===== config.mk =====
export PLATFORM = sky130hd
export DESIGN_NAME = exmem_skid_stage_flat
export DESIGN_NICKNAME = d
export VERILOG_FILES = /design/src/rtl/exmem_skid_stage_if.sv /design/src/rtl/exmem_skid_stage.sv /design/src/flat_wrapper.sv
export SDC_FILE = /design/constraint.sdc
export NUM_CORES = 1
export LEC_CHECK = 0
export CORE_ASPECT_RATIO = 0.9
export CORE_MARGIN = 5
export CORE_UTILIZATION = 55
export DETAILED_ROUTE_END_ITERATION = 8
export MAX_ROUTING_LAYER = met4
export PLACE_DENSITY = 0.86
export RECOVER_POWER = 50
export SLEW_MARGIN = 20
export SYNTH_ARGS = -nofsm -noshare
export SYNTH_HDL_FRONTEND = slang
export SYNTH_SLANG_ARGS = --single-unit
export TNS_END_PERCENT = 100

===== constraint.sdc =====
create_clock -name clk -period 4.1 [get_ports clk]
set_input_delay 0.82 -clock clk [delete_from_list [all_inputs] [get_ports clk]]
set_output_delay 0.82 -clock clk [all_outputs]
set_load 0.02 [all_outputs]

===== src/rtl/exmem_skid_stage_if.sv =====
// EX/MEM boundary bundle: EX-side payload with valid/ready and the registered MEM-side copy.
// slave is the stage's view; master is the environment (EX producer + MEM consumer).
interface exmem_skid_stage_if #(
  parameter int DATA_W = 32,
  parameter int ADDR_W = 32,
  parameter int REG_W  = 5
);
  logic              validE;
  logic              readyE;
  logic              zeroE;
  logic              regwriteE;
  logic              memtoregE;
  logic              memwriteE;
  logic              branchE;
  logic [DATA_W-1:0] aluoutE;
  logic [DATA_W-1:0] writedataE;
  logic [REG_W-1:0]  writeregE;
  logic [ADDR_W-1:0] pcbranchE;

  logic              validM;
  logic              readyM;
  logic              zeroM;
  logic              regwriteM;
  logic              memtoregM;
  logic              memwriteM;
  logic              branchM;
  logic [DATA_W-1:0] aluoutM;
  logic [DATA_W-1:0] writedataM;
  logic [REG_W-1:0]  writeregM;
  logic [ADDR_W-1:0] pcbranchM;
  logic              pcsrcM;

  modport slave (
    input  validE, zeroE, regwriteE, memtoregE, memwriteE, branchE,
    input  aluoutE, writedataE, writeregE, pcbranchE,
    output readyE,
    output validM, zeroM, regwriteM, memtoregM, memwriteM, branchM,
    output aluoutM, writedataM, writeregM, pcbranchM, pcsrcM,
    input  readyM
  );

  modport master (
    output validE, zeroE, regwriteE, memtoregE, memwriteE, branchE,
    output aluoutE, writedataE, writeregE, pcbranchE,
    input  readyE,
    input  validM, zeroM, regwriteM, memtoregM, memwriteM, branchM,
    input  aluoutM, writedataM, writeregM, pcbranchM, pcsrcM,
    output readyM
  );
endinterface


===== src/rtl/exmem_skid_stage.sv =====
// EX/MEM pipeline stage with a 2-entry skid buffer, synchronous flush and bubble gating.
// Optional macro EXMEM_PCSRC_EN: when defined, pcsrcM = validM & branchM & zeroM; otherwise 0.
module exmem_skid_stage #(
  parameter int DATA_W = 32,
  parameter int ADDR_W = 32,
  parameter int REG_W  = 5
) (
  input  logic clk,
  input  logic reset_n,
  input  logic flush,
  exmem_skid_stage_if.slave bus
);
  typedef struct packed {
    logic              zero;
    logic              regwrite;
    logic              memtoreg;
    logic              memwrite;
    logic              branch;
    logic [DATA_W-1:0] aluout;
    logic [DATA_W-1:0] writedata;
    logic [REG_W-1:0]  writereg;
    logic [ADDR_W-1:0] pcbranch;
  } entry_t;

  entry_t in_e;
  entry_t main_q, main_d;
  entry_t skid_q, skid_d;
  logic   main_valid_q, main_valid_d;
  logic   skid_valid_q, skid_valid_d;
  logic   accept;
  logic   drain;

  // Handshake: a transfer happens on a rising edge where valid & ready are both high;
  // valid and payload must hold until then. readyE comes straight from a flop.
  assign bus.readyE = !skid_valid_q;
  assign accept     = bus.validE & bus.readyE;
  assign drain      = main_valid_q & bus.readyM;

  assign in_e = {bus.zeroE, bus.regwriteE, bus.memtoregE, bus.memwriteE, bus.branchE,
                 bus.aluoutE, bus.writedataE, bus.writeregE, bus.pcbranchE};

  always_comb begin
    main_d       = main_q;
    skid_d       = skid_q;
    main_valid_d = main_valid_q;
    skid_valid_d = skid_valid_q;
    if (flush) begin
      main_valid_d = 1'b0;
      skid_valid_d = 1'b0;
    end else if (!main_valid_q || drain) begin
      if (skid_valid_q) begin
        main_d       = skid_q;
        main_valid_d = 1'b1;
        skid_valid_d = accept;
        if (accept) skid_d = in_e;
      end else if (accept) begin
        main_d       = in_e;
        main_valid_d = 1'b1;
      end else begin
        main_valid_d = 1'b0;
      end
    end else if (accept) begin
      // Main is stalled: the incoming entry parks in the skid slot.
      skid_d       = in_e;
      skid_valid_d = 1'b1;
    end
  end

  always_ff @(posedge clk or negedge reset_n) begin
    if (!reset_n) begin
      main_q       <= '0;
      skid_q       <= '0;
      main_valid_q <= 1'b0;
      skid_valid_q <= 1'b0;
    end else begin
      main_q       <= main_d;
      skid_q       <= skid_d;
      main_valid_q <= main_valid_d;
      skid_valid_q <= skid_valid_d;
    end
  end

  assign bus.validM     = main_valid_q;
  assign bus.zeroM      = main_q.zero;
  assign bus.regwriteM  = main_valid_q & main_q.regwrite;
  assign bus.memtoregM  = main_valid_q & main_q.memtoreg;
  assign bus.memwriteM  = main_valid_q & main_q.memwrite;
  assign bus.branchM    = main_valid_q & main_q.branch;
  assign bus.aluoutM    = main_q.aluout;
  assign bus.writedataM = main_q.writedata;
  assign bus.writeregM  = main_q.writereg;
  assign bus.pcbranchM  = main_q.pcbranch;

`ifdef EXMEM_PCSRC_EN
  assign bus.pcsrcM = main_valid_q & main_q.branch & main_q.zero;
`else
  assign bus.pcsrcM = 1'b0;
`endif
endmodule


===== src/flat_wrapper.sv =====
// flat-port wrapper written by rule: the top's interface ports become plain ports
module exmem_skid_stage_flat 
#(
  parameter int DATA_W = 32,
  parameter int ADDR_W = 32,
  parameter int REG_W  = 5
)
  (clk, reset_n, flush, bus_validE, bus_zeroE, bus_regwriteE, bus_memtoregE, bus_memwriteE, bus_branchE, bus_aluoutE, bus_writedataE, bus_writeregE, bus_pcbranchE, bus_readyE, bus_validM, bus_zeroM, bus_regwriteM, bus_memtoregM, bus_memwriteM, bus_branchM, bus_aluoutM, bus_writedataM, bus_writeregM, bus_pcbranchM, bus_pcsrcM, bus_readyM);
  exmem_skid_stage_if #(.DATA_W(DATA_W), .ADDR_W(ADDR_W), .REG_W(REG_W)) bus_i ();
  input  logic clk;
  input  logic reset_n;
  input  logic flush;
  input wire logic [$bits(bus_i.validE)-1:0] bus_validE;
  input wire logic [$bits(bus_i.zeroE)-1:0] bus_zeroE;
  input wire logic [$bits(bus_i.regwriteE)-1:0] bus_regwriteE;
  input wire logic [$bits(bus_i.memtoregE)-1:0] bus_memtoregE;
  input wire logic [$bits(bus_i.memwriteE)-1:0] bus_memwriteE;
  input wire logic [$bits(bus_i.branchE)-1:0] bus_branchE;
  input wire logic [$bits(bus_i.aluoutE)-1:0] bus_aluoutE;
  input wire logic [$bits(bus_i.writedataE)-1:0] bus_writedataE;
  input wire logic [$bits(bus_i.writeregE)-1:0] bus_writeregE;
  input wire logic [$bits(bus_i.pcbranchE)-1:0] bus_pcbranchE;
  output wire logic [$bits(bus_i.readyE)-1:0] bus_readyE;
  output wire logic [$bits(bus_i.validM)-1:0] bus_validM;
  output wire logic [$bits(bus_i.zeroM)-1:0] bus_zeroM;
  output wire logic [$bits(bus_i.regwriteM)-1:0] bus_regwriteM;
  output wire logic [$bits(bus_i.memtoregM)-1:0] bus_memtoregM;
  output wire logic [$bits(bus_i.memwriteM)-1:0] bus_memwriteM;
  output wire logic [$bits(bus_i.branchM)-1:0] bus_branchM;
  output wire logic [$bits(bus_i.aluoutM)-1:0] bus_aluoutM;
  output wire logic [$bits(bus_i.writedataM)-1:0] bus_writedataM;
  output wire logic [$bits(bus_i.writeregM)-1:0] bus_writeregM;
  output wire logic [$bits(bus_i.pcbranchM)-1:0] bus_pcbranchM;
  output wire logic [$bits(bus_i.pcsrcM)-1:0] bus_pcsrcM;
  input wire logic [$bits(bus_i.readyM)-1:0] bus_readyM;
  assign bus_i.validE = bus_validE;
  assign bus_i.zeroE = bus_zeroE;
  assign bus_i.regwriteE = bus_regwriteE;
  assign bus_i.memtoregE = bus_memtoregE;
  assign bus_i.memwriteE = bus_memwriteE;
  assign bus_i.branchE = bus_branchE;
  assign bus_i.aluoutE = bus_aluoutE;
  assign bus_i.writedataE = bus_writedataE;
  assign bus_i.writeregE = bus_writeregE;
  assign bus_i.pcbranchE = bus_pcbranchE;
  assign bus_readyE = bus_i.readyE;
  assign bus_validM = bus_i.validM;
  assign bus_zeroM = bus_i.zeroM;
  assign bus_regwriteM = bus_i.regwriteM;
  assign bus_memtoregM = bus_i.memtoregM;
  assign bus_memwriteM = bus_i.memwriteM;
  assign bus_branchM = bus_i.branchM;
  assign bus_aluoutM = bus_i.aluoutM;
  assign bus_writedataM = bus_i.writedataM;
  assign bus_writeregM = bus_i.writeregM;
  assign bus_pcbranchM = bus_i.pcbranchM;
  assign bus_pcsrcM = bus_i.pcsrcM;
  assign bus_i.readyM = bus_readyM;
  exmem_skid_stage #(.DATA_W(DATA_W), .ADDR_W(ADDR_W), .REG_W(REG_W)) u_core (.clk(clk), .reset_n(reset_n), .flush(flush), .bus(bus_i));
endmodule

==> run summary, run 1 <==
RUN STATUS
-------------------------------------------------------------------------------------
Outcome                                                                  finished with violations
Violated checks                                                          max-capacitance violations, max-slew violations

GLOBAL ROUTING
-------------------------------------------------------------------------------------
Remaining global-route overflow                                                     0
GRT Total Usage                                                                 0.197
First-pass GRT wire length                                                   33500 um
Largest net degree at the start of global routing                                 114
Antenna violations before repair                                                    0
Vias in the first global route                                                   6283

CLOCK TREE
-------------------------------------------------------------------------------------
Root cell of the clock tree                                                 clkbuf_16
Post-cts resize count                                                               0
Insertion delay of the later-clocked pin in the worst-skew pair               0.49 ns
Clock Path Buffers                                                                  3
Hold buffer count at CTS                                                            0
Clock-pin slew of the registers on the worst-case setup and hold paths        0.06 ns
CTS sink cnt                                                                      214
TritonCTS Buffers                                                                  22
Post CTS Setup Buffer Count                                                         0
# H-tree levels                                                                     1
TritonCTS clock tree                                                             done

STA
-------------------------------------------------------------------------------------
Min Hold Slack                                                               0.444 ns
Setup repair after global routing missed its margin                                no
Slew Viols, Final                                                                  78
Fin worst setup slack                                                        0.980 ns
Worst-case clock skew                                                      0.00825 ns
Fin. Hold Viols                                                                     0
Maximum achievable frequency                                                  320 MHz
Final cycle utilization of the critical path                                    0.761
Setup-violating endpoint count in the final report                                  0
Slew at the pin with the worst max-slew slack                                 1.83 ns
Worst-case headroom to the max-slew limit                                      -0.219
Final period demand of the worst path                                         3.12 ns
Accumulated negative setup slack                                                 0 ns

CRITICAL PATH
-------------------------------------------------------------------------------------
Worst reg2reg path depth                                                            4
Critical path peak fanout                                                          50
Endpoint required time on the critical path                                   4.47 ns
Capturing point of the worst reg2reg path                                u_core.bus.aluoutM[23]$_DFFE_PN0P_
Setup crit end kind                                                              flop
Nature of the critical path startpoint                                           flop
R2r setup slk                                                                 0.98 ns
Crit Path Category                                                       flop to flop
Signal arrival time at the worst endpoint                                     3.49 ns
Critical R2R Launch                                                      u_core.skid_valid_q$_DFFE_PN0P_

ROUTE
-------------------------------------------------------------------------------------
Final routed wire length divided by cell count                                19.3 um
DRC viols                                                                           0
Drt via density                                                                  5.21
Remaining antenna violation count after routing                                     0
First-pass iteration count of the detailed router                                   4
Detailed-route wire length                                                   20200 um
Total vias in the final route                                                    5469
First DRT Iteration DRCs                                                          211

CELLS AND AREA
-------------------------------------------------------------------------------------
Filler Cell Count                                                                1177
# nets final                                                                      906
Inserted Diodes                                                                     0
Fraction of final layout cells sized beyond drive strength 1                    0.386
Area growth from synthesis to layout                                            23.1%
Cell Count, Final, Fillers Out                                                   1050

PLACE
-------------------------------------------------------------------------------------
Placer congestion estimate                                                      0.787
Number of cells after detailed placement                                         1011
HPWL after detailed placement                                                13700 um
Post-placement setup slack                                                    1.27 ns
Quantity of I/O buffers inserted on ports                                         218

YOSYS
-------------------------------------------------------------------------------------
Distinct cell type count after synthesis                                           19
EDFF count, synth                                                                   0
Share of flip-flops with an asynchronous set or reset after synthesis            1.00
Primary flip-flop cell chosen by synthesis mapping                            dfrtp_1
Synth Net Count                                                                   793
Register area share after synthesis                                             0.533
Post-Synthesis Cell Area                                                    10000 um2
Number of synthesized register bits                                               214
Top cell type's share of synthesized area                                       0.533
Number of warning messages in the yosys log                                         0
Post-Syn Instances                                                                682
Largest cells by area after synthesis                                    dfrtp_1 53%, mux2_2 29%, buf_4 8.1%
Synthesized area per cell                                                    14.7 um2
Commonest cells in the synthesized netlist                               259 x mux2_2, 214 x dfrtp_1, 108 x buf_4
Most frequent cell after synthesis                                             mux2_2
Library cell occupying the most area in the post-synthesis netlist            dfrtp_1

POWER AND IR DROP
-------------------------------------------------------------------------------------
Worst VDD drop                                                                 304 uV
Pwr Density                                                                509 nW/um2
Leak                                                                          5.18 nW

DIE
-------------------------------------------------------------------------------------
Total die area                                                              21100 um2
Effective utilization at floorplan                                              0.565
Chip width                                                                     152 um
Num ports                                                                         220
Row cnt                                                                            46
Floorplan core area                                                         17800 um2
Die height                                                                     138 um

MIN PATH
-------------------------------------------------------------------------------------
Class of the worst hold path                                             input port to async pin

JOB
-------------------------------------------------------------------------------------
Max cap viols                                                                       1

[metrics by stage]
step / power (mW) / utilization / area (um2)
global route: 6.59 / 0.695 / 12400
floorplan: 3.83 / - / 10000
detailed placement: 4.30 / 0.656 / 11700
CTS: 6.37 / 0.698 / 12400
finish: 6.29 / 0.695 / 12400
global placement: 4.21 / 0.656 / 11700
[state kept, by name, summed over array words and instances (netlist names)]
signal and count:
u_core.bus.aluoutM 32, u_core.bus.pcbranchM 32, u_core.bus.validM 1, u_core.bus.writedataM 32, u_core.bus.writeregM 5, u_core.bus.zeroM 1, u_core.main_q 4, u_core.skid_q 106
u_core.skid_valid_q 1
[power breakdown]
part / total (mW) / internal, mW / switching [mW]
clock: 2.04 / 1.25 / 0.788
combinational: 1.41 / 0.821 / 0.592
sequential: 2.84 / 2.58 / 0.255
total: 6.29 / 4.66 / 1.64
[how the worst max path moves through the flow]
stage                                          from                                     to  slack, ns  cells past startpoint
finish              u_core.skid_valid_q$_DFFE_PN0P_     u_core.bus.aluoutM[23]$_DFFE_PN0P_       0.98                      4
floorplan                                bus_readyM  u_core.bus.writedataM[12]$_DFFE_PN0P_       2.08                      5
global route                                reset_n      u_core.bus.aluoutM[6]$_DFFE_PN0P_       0.75                      2
global placement                              flush          u_core.skid_q[84]$_DFFE_PN0P_       1.34                      5
detailed placement                            flush          u_core.skid_q[60]$_DFFE_PN0P_       1.27                      5
CTS                 u_core.skid_valid_q$_DFFE_PN0P_                             bus_readyE       1.16                      2
[routing by layer]
layer  vias to the layer above  GRT usage  part of all wire
li1                       2516          -                 -
met1                      2758      0.257              0.44
met2                       161      0.314              0.48
met3                        34     0.0515             0.063
met4                         0     0.0441             0.020
met5                         -          -                 0
[kinds of logic after synthesis]
group / after synthesis / synth area share
buf+inv: 137 / 0.0981
flops: 214 / 0.533
compound gates: 1 / 0.000498
simple gates: 11 / 0.00822
other cells: 1 / 0.000373
mux: 318 / 0.360
[critical path: stages (launching register included)]
cell      delay [ns]
dfrtp_4         0.86
nor2_1          0.17
nor3_1          0.40
clkbuf_2        1.06
mux2_2          0.43
[cells in the final DEF, fill, tap and decap left out, drive strengths merged]
cell type	netlist	final
a21oi	1	1
and2	4	4
and2b	1	1
buf	130	4
bufinv	0	2
clkbuf	6	35
clkdlybuf4s50	0	217
clkinv	0	5
clkinvlp	0	1
conb	1	1
dfrtp	214	214
inv	1	1
mux2	318	318
nand2b	1	1
nand3	1	1
nor2	2	2
nor3	2	2
[layout make-up]
class / instances / area (um2) / share of cell area
repair buffers: 225 / 2250 / 0.182
clock inverters: 8 / 92.6 / 0.00749
inverters: 1 / 3.75 / 0.000304
well taps: 240 / 300 / 0.0243
flip-flops and latches: 214 / 5360 / 0.434
multi-input cells: 331 / 3680 / 0.298
clock buffers: 31 / 666 / 0.0539
Power figures use the tool's default switching activity.
==> run 2: changes to the inputs <==
--- a/config.mk
+++ b/config.mk
@@ -7,10 +7,10 @@
 export LEC_CHECK = 0
 export CORE_ASPECT_RATIO = 0.9
 export CORE_MARGIN = 5
-export CORE_UTILIZATION = 55
+export CORE_UTILIZATION = 51
 export DETAILED_ROUTE_END_ITERATION = 8
 export MAX_ROUTING_LAYER = met4
-export PLACE_DENSITY = 0.86
+export PLACE_DENSITY = 0.8
 export RECOVER_POWER = 50
 export SLEW_MARGIN = 20
 export SYNTH_ARGS = -nofsm -noshare
==> constraint.sdc (replaced) <==
create_clock -name clk -period 3 [get_ports clk]
set_input_delay 0.6 -clock clk [delete_from_list [all_inputs] [get_ports clk]]
set_output_delay 0.6 -clock clk [all_outputs]
set_load 0.02 [all_outputs]
==> run 2 against run 1 <==
  * Critical path type is now input port to flop
  * Critical path depth increased by 1
  * Sequential share of layout area increased by 0.21 points
  * Final cell count increased by 0.86%
  * Global-route usage decreased by 1.2 points
  * Hold slack improved by 0.043 ns
  * Via count increased by 1.6%
  * Power increased by 32%
  * Wire length increased by 0.42%
  * Sequential power increased by 36%
  * Largest power group unchanged
  * The flow still finishes with violations (max-capacitance violations, max-slew violations)
  * Non-clock buffer count increased by 2
==> run summary, run 2 (synthesis gave the netlist of run 1 again) <==
RUN STATUS
-------------------------------------------------------------------------------------
Outcome                                                                  finished with violations
Violated checks                                                          max-capacitance violations, max-slew violations

CELLS AND AREA
-------------------------------------------------------------------------------------
# nets final                                                                      909   +0.33%
Register ranked first by flip-flop count                                 u_core.skid_q
Max reg flops                                                                     106   unchanged
Inserted Diodes                                                                     0   unchanged
Leading cell type in the layout, fill and taps excluded                        mux2_2
Fraction of final layout cells sized beyond drive strength 1                    0.382   -0.00447
Area growth from synthesis to layout                                            22.5%
Commonest cells after routing, fill and taps aside                       259 x mux2_2, 217 x clkdlybuf4s50_1, 213 x dfrtp_1

MIN PATH
-------------------------------------------------------------------------------------
Number of cells on the worst hold path                                              1
Hold worst-path end                                                      u_core.skid_q[0]$_DFFE_PN0P_
Worst hold path startpoint                                               u_core.skid_q[0]$_DFFE_PN0P_
Class of the worst hold path                                             flop to flop

CRITICAL PATH
-------------------------------------------------------------------------------------
Worst reg2reg path depth                                                            4   unchanged
Critical path, cell by cell                                              clkdlybuf4s50_1 > and2b_4 > nand3_1 > clkbuf_2 > mux2_2
Crit Path Category                                                       input port to flop
R2r setup slk                                                                 0.52 ns   -0.46 ns
Signal arrival time at the worst endpoint                                     2.85 ns   -0.64 ns
Top cell family by delay on the critical path                            buffers and inverters
Highest-delay cell along the critical path                                   clkbuf_2
Nature of the critical path startpoint                                     input port
Critical path peak fanout                                                          47   -6.0%
Endpoint required time on the critical path                                   3.36 ns   -1.11 ns
Capturing point of the worst reg2reg path                                u_core.skid_q[87]$_DFFE_PN0P_
Critical R2R Launch                                                      u_core.skid_valid_q$_DFFE_PN0P_
Largest incremental delay on the critical path                                0.97 ns   -0.09 ns
Setup crit end kind                                                              flop
Bufs and invs on worst path                                                         2   +1

GLOBAL ROUTING
-------------------------------------------------------------------------------------
Remaining global-route overflow                                                     0   unchanged
Met3 GRT Util                                                                  0.0424   -0.00906
Met1 global-route usage                                                         0.236   -0.0212
Layer carrying the most global-route usage                                       met2
Met2 capacity usage during global routing                                       0.308   -0.00642
Largest net degree at the start of global routing                                  76   -33%
Antenna violations before repair                                                    0   unchanged
Vias in the first global route                                                   6306   +0.37%
First-pass GRT wire length                                                   33000 um   -1.5%
GRT Total Usage                                                                 0.185   -0.0117

JOB
-------------------------------------------------------------------------------------
Max cap viols                                                                       1   unchanged

STA
-------------------------------------------------------------------------------------
Worst-case headroom to the max-slew limit                                      -0.215   +0.00433
Setup-violating endpoint count in the final report                                  0   unchanged
Worst-case clock skew                                                      0.00970 ns   +0.00145 ns
Fin. Hold Viols                                                                     0   unchanged
Maximum achievable frequency                                                  403 MHz
Min Hold Slack                                                               0.487 ns   +0.0429 ns
Accumulated negative setup slack                                                 0 ns   unchanged
Final cycle utilization of the critical path                                    0.828
Setup repair after global routing missed its margin                                no
Slew Viols, Final                                                                  71   -9.0%
Slew at the pin with the worst max-slew slack                                 1.82 ns   -0.00650 ns
Final period demand of the worst path                                         2.48 ns

CLOCK TREE
-------------------------------------------------------------------------------------
Clock-pin slew of the registers on the worst-case setup and hold paths        0.06 ns   about the same
Insertion delay of the later-clocked pin in the worst-skew pair               0.49 ns   about the same
Post-cts resize count                                                               0   unchanged
Hold buffer count at CTS                                                            0   unchanged
Post CTS Setup Buffer Count                                                         0   unchanged
# H-tree levels                                                                     1   unchanged
Clock Path Buffers                                                                  3   unchanged
Root cell of the clock tree                                                 clkbuf_16
TritonCTS Buffers                                                                  23   +4.5%
CTS sink cnt                                                                      214   unchanged
TritonCTS clock tree                                                             done

ROUTE
-------------------------------------------------------------------------------------
Total vias in the final route                                                    5557   +1.6%
Drt via density                                                                  5.25   +0.75%
First-pass iteration count of the detailed router                                   4   unchanged
Final routed wire length divided by cell count                                19.2 um   -0.43%
First DRT Iteration DRCs                                                          149   -29%
Remaining antenna violation count after routing                                     0   unchanged
Detailed-route wire length                                                   20300 um   +0.42%
DRC viols                                                                           0   unchanged

POWER AND IR DROP
-------------------------------------------------------------------------------------
Pwr Density                                                                674 nW/um2   +32%
Worst VDD drop                                                                 449 uV   +48%
Leak                                                                          5.14 nW   -0.68%

DIE
-------------------------------------------------------------------------------------
Floorplan core area                                                         19300 um2   +8.4%
Die height                                                                     143 um   +3.6%
Chip width                                                                     158 um   +3.6%
Row cnt                                                                            48   +4.3%
Total die area                                                              22600 um2   +7.3%
Num ports                                                                         220   unchanged
Effective utilization at floorplan                                              0.521   -0.0438

PLACE
-------------------------------------------------------------------------------------
HPWL after detailed placement                                                13900 um   +1.5%
Quantity of I/O buffers inserted on ports                                         218   unchanged
Placer congestion estimate                                                      0.815   +3.6%

## run 2: cell types whose count changed in the layout (fill, tap and decap cells not counted), moves of 2 or more
cell       change
bufinv_16      -2
clkbuf_1       +3
buf_12         +2
clkbuf_8       -5
## run 2: worst reg2reg max path, stage by stage, from the launching register on
cell and delay, ns:
dfrtp_4 0.66, nor2_1 0.10, nand3_1 0.16, clkbuf_2 0.97
mux2_2 0.46
## run 2: worst max-delay path by stage
stage,start,to,slack (ns),cells past startpoint
final,bus_readyM,u_core.skid_q[87]$_DFFE_PN0P_,0.52,5
after global routing,u_core.skid_valid_q$_DFFE_PN0P_,u_core.skid_q[87]$_DFFE_PN0P_,0.41,4
after CTS,u_core.skid_valid_q$_DFFE_PN0P_,bus_readyE,0.52,2
after detailed placement,bus_readyM,u_core.bus.writedataM[17]$_DFFE_PN0P_,0.50,5
after global placement,bus_readyM,u_core.bus.aluoutM[25]$_DFFE_PN0P_,0.55,5
after floorplan,bus_readyM,u_core.bus.writedataM[12]$_DFFE_PN0P_,1.20,5
## run 2: report_power, final
group	switching (mW)	internal, mW	total (mW)
clock network	1.05	1.44	2.49
logic	0.809	1.13	1.94
registers	0.339	3.53	3.87
## run 2: metal layers
layer	routed length, um	part of all wire
met2	9860	0.49
met3	1440	0.071
met4	408	0.020
met5	0	0
met1	8610	0.42
## run 2: cell type report
| class | instances | area, um2 |
|---|---|---|
| Sequential cell | 214 | 5360 |
| Multi-Input combinational cell | 331 | 3680 |
| Clock inverter | 6 | 30.0 |
| Tap cell | 250 | 313 |
| Timing Repair Buffer | 227 | 2290 |
| Clock buffer | 30 | 622 |
| Fill cell | 1393 | 6980 |
| Inverter | 1 | 3.75 |
## run 2: through the flow
stage	cell area, um2	power [mW]	util	instances	setup slack [ns]
CTS	12400	8.41	0.641	1059	0.523
finish	12300	8.29	0.638	1059	0.517
global route	12300	8.72	0.638	1059	0.412
global placement	11700	5.77	0.608	1023	0.550
detailed placement	11700	5.88	0.608	1023	0.500
floorplan	10000	5.23	-	682	1.20
==> RTL change 1: new RTL, settings of run 2 <==
Reset style: synchronous (`reset_n`), changed in one clocked block.
--- a/src/rtl/exmem_skid_stage.sv
+++ b/src/rtl/exmem_skid_stage.sv
@@ -67,5 +67,5 @@
   end
 
-  always_ff @(posedge clk or negedge reset_n) begin
+  always_ff @(posedge clk) begin
     if (!reset_n) begin
       main_q       <= '0;
Check against the original RTL: differs if reset_n is asserted again (counterexample within 4 cycles, from zero or initial values and one cycle with reset_n low); with reset_n held inactive, the same outputs for 4 cycles.
==> RTL change 1 against run 2 <==
  * Global-route usage rose by 0.39 points
  * Synthesized area up 3.8%
  * Core utilization grew 0.079 points
  * Worst setup slack got worse by 0.018 ns
  * Sequential share of layout area fell by 10 points
  * Routed wire length grew 11%
  * Cell area up 4.1%
  * Maximum frequency decreased by 0.73%
  * Sequential cell count stayed put
  * Die area is 3.6% higher
  * Largest cell class is now multi-input combinational cells
Power is not compared: it rests on default switching activity, and its combinational part moved more than twofold at a synthesized area within 25%.
==> RTL change 1: results (changes against run 2) <==
post-DP HPWL 15100 µm (was 13900 µm); WL met2 11200 µm (was 9860 µm); met3 wire len 1100 µm (was 1440 µm); Worst path max stage delay 0.72 ns (was 0.97 ns); slowest CP cell dfxtp_4 (was clkbuf_2); vias in the first global route 7363 (was 6306); outcome complete, no violations (was complete, but fails checks); sequential share of the synthesized area 0.411 (was 0.533); initial DRC count 374 (was 149); synthesized area per cell 9.03 µm² (was 14.7 µm²); share of flip-flops with an asynchronous set or reset 0 (was 1.00); Setup Skew 0.00486 ns (was 0.00970 ns); Vias 7486 (was 5557); vias per std cell 4.99 (was 5.25); Post-synth top cells nand2_1 (424), dfxtp_1 (214), mux2i_1 (212), buf_4 (108), mux2_2 (106) (was mux2_2 (259), dfrtp_1 (214), buf_4 (108), mux2_1 (51), buf_2 (16)); max-slew violations 0 (was 71); filler instances 1639 (was 1393); worst-path fanout max 39 (was 47); CTS-repair resized insts 0 (unchanged); largest net degree at the start of global routing 101 (was 76); layout cell share with drive strength beyond 1 0.131 (was 0.382); synth top area cells dfxtp_1 (41%), mux2i_1 (20%), nand2_1 (15%), mux2_2 (11%), buf_4 (7.8%) (was dfrtp_1 (53%), mux2_2 (29%), buf_4 (8.1%), mux2_1 (5.7%), mux2_4 (1.2%)); WP data arrival 1.90 ns (was 2.85 ns); Slew HR 0.295 (was -0.215); WL met1 9760 µm (was 8610 µm); post-synth cell types 17 (was 19); Inst Count DP 1458 (was 1023); delay-heaviest family, CP flip-flops (was buffers and inverters); Routed WL 22500 µm (was 20300 µm); Synth Flop Type dfxtp_1 (was dfrtp_1)
==> RTL change 1: kinds of logic (layout without fill, tap and decap cells) <==
kind of cell | Yosys count | count (layout) | share of synthesized area
simple gates | 434 | 434 | 0.159
mux | 318 | 318 | 0.318
flops | 214 | 214 | 0.411
compound gates | 1 | 1 | 0.000480
buf+inv | 186 | 276 | 0.111
other cells | 1 | 1 | 0.000360
==> RTL change 1: final timing paths <==
path	start	to	slack (ns)	cells after the start
worst min-delay path	u_core.skid_q[9]	u_core.skid_q[9]	0.45	2
worst min register to register	u_core.skid_q[9]	u_core.skid_q[9]	0.45	2
worst max register to register	u_core.skid_valid_q	u_core.bus.aluoutM[15]	0.64	4
worst max-delay path	u_core.skid_valid_q	bus_readyE	0.50	2
==> RTL change 1: per-stage QoR <==
stage          hold WS (ns)  setup WS, ns   util  cell area, µm²  total power, mW
2_1_floorplan         0.431          1.22      -           10400             3.57
3_3_place_gp          0.438         0.501  0.600           12000             3.84
3_5_place_dp          0.447         0.440  0.600           12000             3.86
4_1_cts               0.457         0.459  0.639           12800             6.88
5_1_grt               0.465         0.420  0.639           12800             7.06
6_report              0.451         0.499  0.639           12800             6.78
==> RTL change 1: report_power, final <==
part | total, mW | internal [mW] | switching (mW)
Combinational | 0.803 | 0.418 | 0.386
Clock | 3.00 | 1.86 | 1.14
Sequential | 2.98 | 2.93 | 0.0497
==> RTL change 1: layer usage <==
metal,up-vias,global-route usage
li1,3802,-
met1,3494,0.219
met2,151,0.336
met3,39,0.0422
met4,0,0.0401
met5,-,-
==> RTL change 1: layout make-up <==
class	count	area [µm²]	area share
multi-input combinational	754	4980	0.389
sequential	214	4290	0.335
timing repair buffer	234	2410	0.188
clock buffer	26	597	0.0466
tap	255	319	0.0249
clock inverter	15	203	0.0158
inverter	1	3.75	0.000293
==> RTL change 2: new RTL, config.mk and constraints of run 2 <==
Without the edit above. `REG_W` is set to 5 in 3 places; all go to 7.
--- a/src/rtl/exmem_skid_stage_if.sv
+++ b/src/rtl/exmem_skid_stage_if.sv
@@ -4,5 +4,5 @@
   parameter int DATA_W = 32,
   parameter int ADDR_W = 32,
-  parameter int REG_W  = 5
+  parameter int REG_W  = 7
 );
   logic              validE;
--- a/src/rtl/exmem_skid_stage.sv
+++ b/src/rtl/exmem_skid_stage.sv
@@ -4,5 +4,5 @@
   parameter int DATA_W = 32,
   parameter int ADDR_W = 32,
-  parameter int REG_W  = 5
+  parameter int REG_W  = 7
 ) (
   input  logic clk,
--- a/src/flat_wrapper.sv
+++ b/src/flat_wrapper.sv
@@ -4,5 +4,5 @@
   parameter int DATA_W = 32,
   parameter int ADDR_W = 32,
-  parameter int REG_W  = 5
+  parameter int REG_W  = 7
 )
   (clk, reset_n, flush, bus_validE, bus_zeroE, bus_regwriteE, bus_memtoregE, bus_memwriteE, bus_branchE, bus_aluoutE, bus_writedataE, bus_writeregE, bus_pcbranchE, bus_readyE, bus_validM, bus_zeroM, bus_regwriteM, bus_memtoregM, bus_memwriteM, bus_branchM, bus_aluoutM, bus_writedataM, bus_writeregM, bus_pcbranchM, bus_pcsrcM, bus_readyM);
Interface: changed (resized bus_writeregE and bus_writeregM); port bits go from 220 to 224. The function was not compared with the original's and may differ.
==> RTL change 2 against run 2 <==
  * The run still ends with capacitance limit, slew limit left
  * Cell area is 3.2% higher
  * Worst setup slack worse by 0.14 ns
  * Power grew 7.2%
  * Non-clock buffer count grew 7
  * Routed wire length is 3.3% higher
  * Synthesized area up 1.2%
  * First-iteration DRC count rose by 64%
  * Sequential cell count is 4 higher
  * Largest cell class unchanged
  * Largest power group unchanged
==> RTL change 2: results (changes against run 2) <==
outcome complete, but fails checks (unchanged); failing checks capacitance limit, slew limit (unchanged); Post-Synthesis Cells 694 (was 682); part of the power in registers 0.443 (was 0.466); placed cell areas 11900 µm² (was 11700 µm²); Setup Skew 0.0101 ns (was 0.00970 ns); sequential share of the synthesized area 0.537 (was 0.533); vias in the first global route 6431 (was 6306); Psw 2.30 mW (was 2.20 mW); worst slack, placed 0.341 ns (was 0.500 ns); port bufs 222 (was 218); total sequential power 3.94 mW (was 3.87 mW); P_comb 2.01 mW (was 1.94 mW); post-synth cell types 17 (was 19); GRT Util Overall 0.188 (was 0.185); Post-synth top cells mux2_2 (323), dfrtp_1 (218), buf_4 (106), buf_2 (21), buf_1 (9) (was mux2_2 (259), dfrtp_1 (214), buf_4 (108), mux2_1 (51), buf_2 (16)); maximum vdd drop 0.501 mV (was 0.449 mV); max cap viols 1 (unchanged); Worst path max stage delay 0.88 ns (was 0.97 ns); post-DP HPWL 14500 µm (was 13900 µm); wire length of the first global-routing pass 34300 µm (was 33000 µm); delay-heaviest family, CP flip-flops (was buffers and inverters); largest net degree at the start of global routing 95 (was 76); detail-routed net length per standard cell 19.3 µm (was 19.2 µm); max reg flops 108 (was 106); layout cell share with drive strength beyond 1 0.448 (was 0.382); max-slew violations 81 (was 71); Slew HR -0.288 (was -0.215); worst-path fanout max 18 (was 47); slowest CP cell dfrtp_1 (was clkbuf_2); fin nets 929 (was 909); fin crit period 2.63 ns (was 2.48 ns); Pleak 5.29 nW (was 5.14 nW)
==> RTL change 2: cell count changes in the layout (fill, tap and decap cells not counted), sizes merged <==
cell	change
dfrtp	+4
clkinv	-5
buf	+3
mux2	+6
inv	+1
bufinv	+2
clkbuf	+7
clkdlybuf4s50	+4
==> RTL change 2: logic make-up after synthesis <==
family,Yosys count,share of synthesized area
AOI/OAI and AO/OA,1,0.000492
buffers and inverters,139,0.0946
DFF,218,0.537
muxes,324,0.359
other,1,0.000369
and+or+nand+nor,11,0.00862
==> RTL change 2: worst paths after layout <==
check                                     from            endpoint  slack, ns
hold reg to reg             u_core.main_q[106]  u_core.main_q[106]       0.50
hold / removal                         reset_n    u_core.skid_q[7]       0.02
setup reg to reg           u_core.skid_valid_q   u_core.skid_q[42]       0.44
max in group asynchronous              reset_n   u_core.skid_q[82]       0.77
min in group clk            u_core.main_q[106]  u_core.main_q[106]       0.50
setup / recovery           u_core.skid_valid_q          bus_readyE       0.37
==> RTL change 2: through the flow <==
step	hold WS [ns]	utilization	instances
after floorplan	0.304	-	694
after global placement	0.477	0.603	1045
after detailed placement	0.487	0.603	1045
after CTS	0.0246	0.643	1086
after global routing	0.0441	0.641	1086
final	0.0221	0.641	1086
==> RTL change 2: worst reg2reg max path: cells and delay by family, from the launching register on <==
family | cells | cell delay [ns]
mux | 1 | 0.43
buf+inv | 1 | 0.60
simple gates | 2 | 0.53
flops | 1 | 0.88
==> RTL change 2: cell type report <==
class                      count  area, µm²
tap                          255        319
multi-input combinational    337       3740
clock inverter                 4       73.8
timing repair buffer         234       2380
inverter                       1       3.75
fill                        1405       7110
sequential                   218       5460
clock buffer                  37        721
==> RTL change 2: routing by layer <==
layer	global-route usage	part of all wire
met3	0.0430	0.062
met4	0.0484	0.023
met5	-	0
met1	0.240	0.42
met2	0.307	0.49
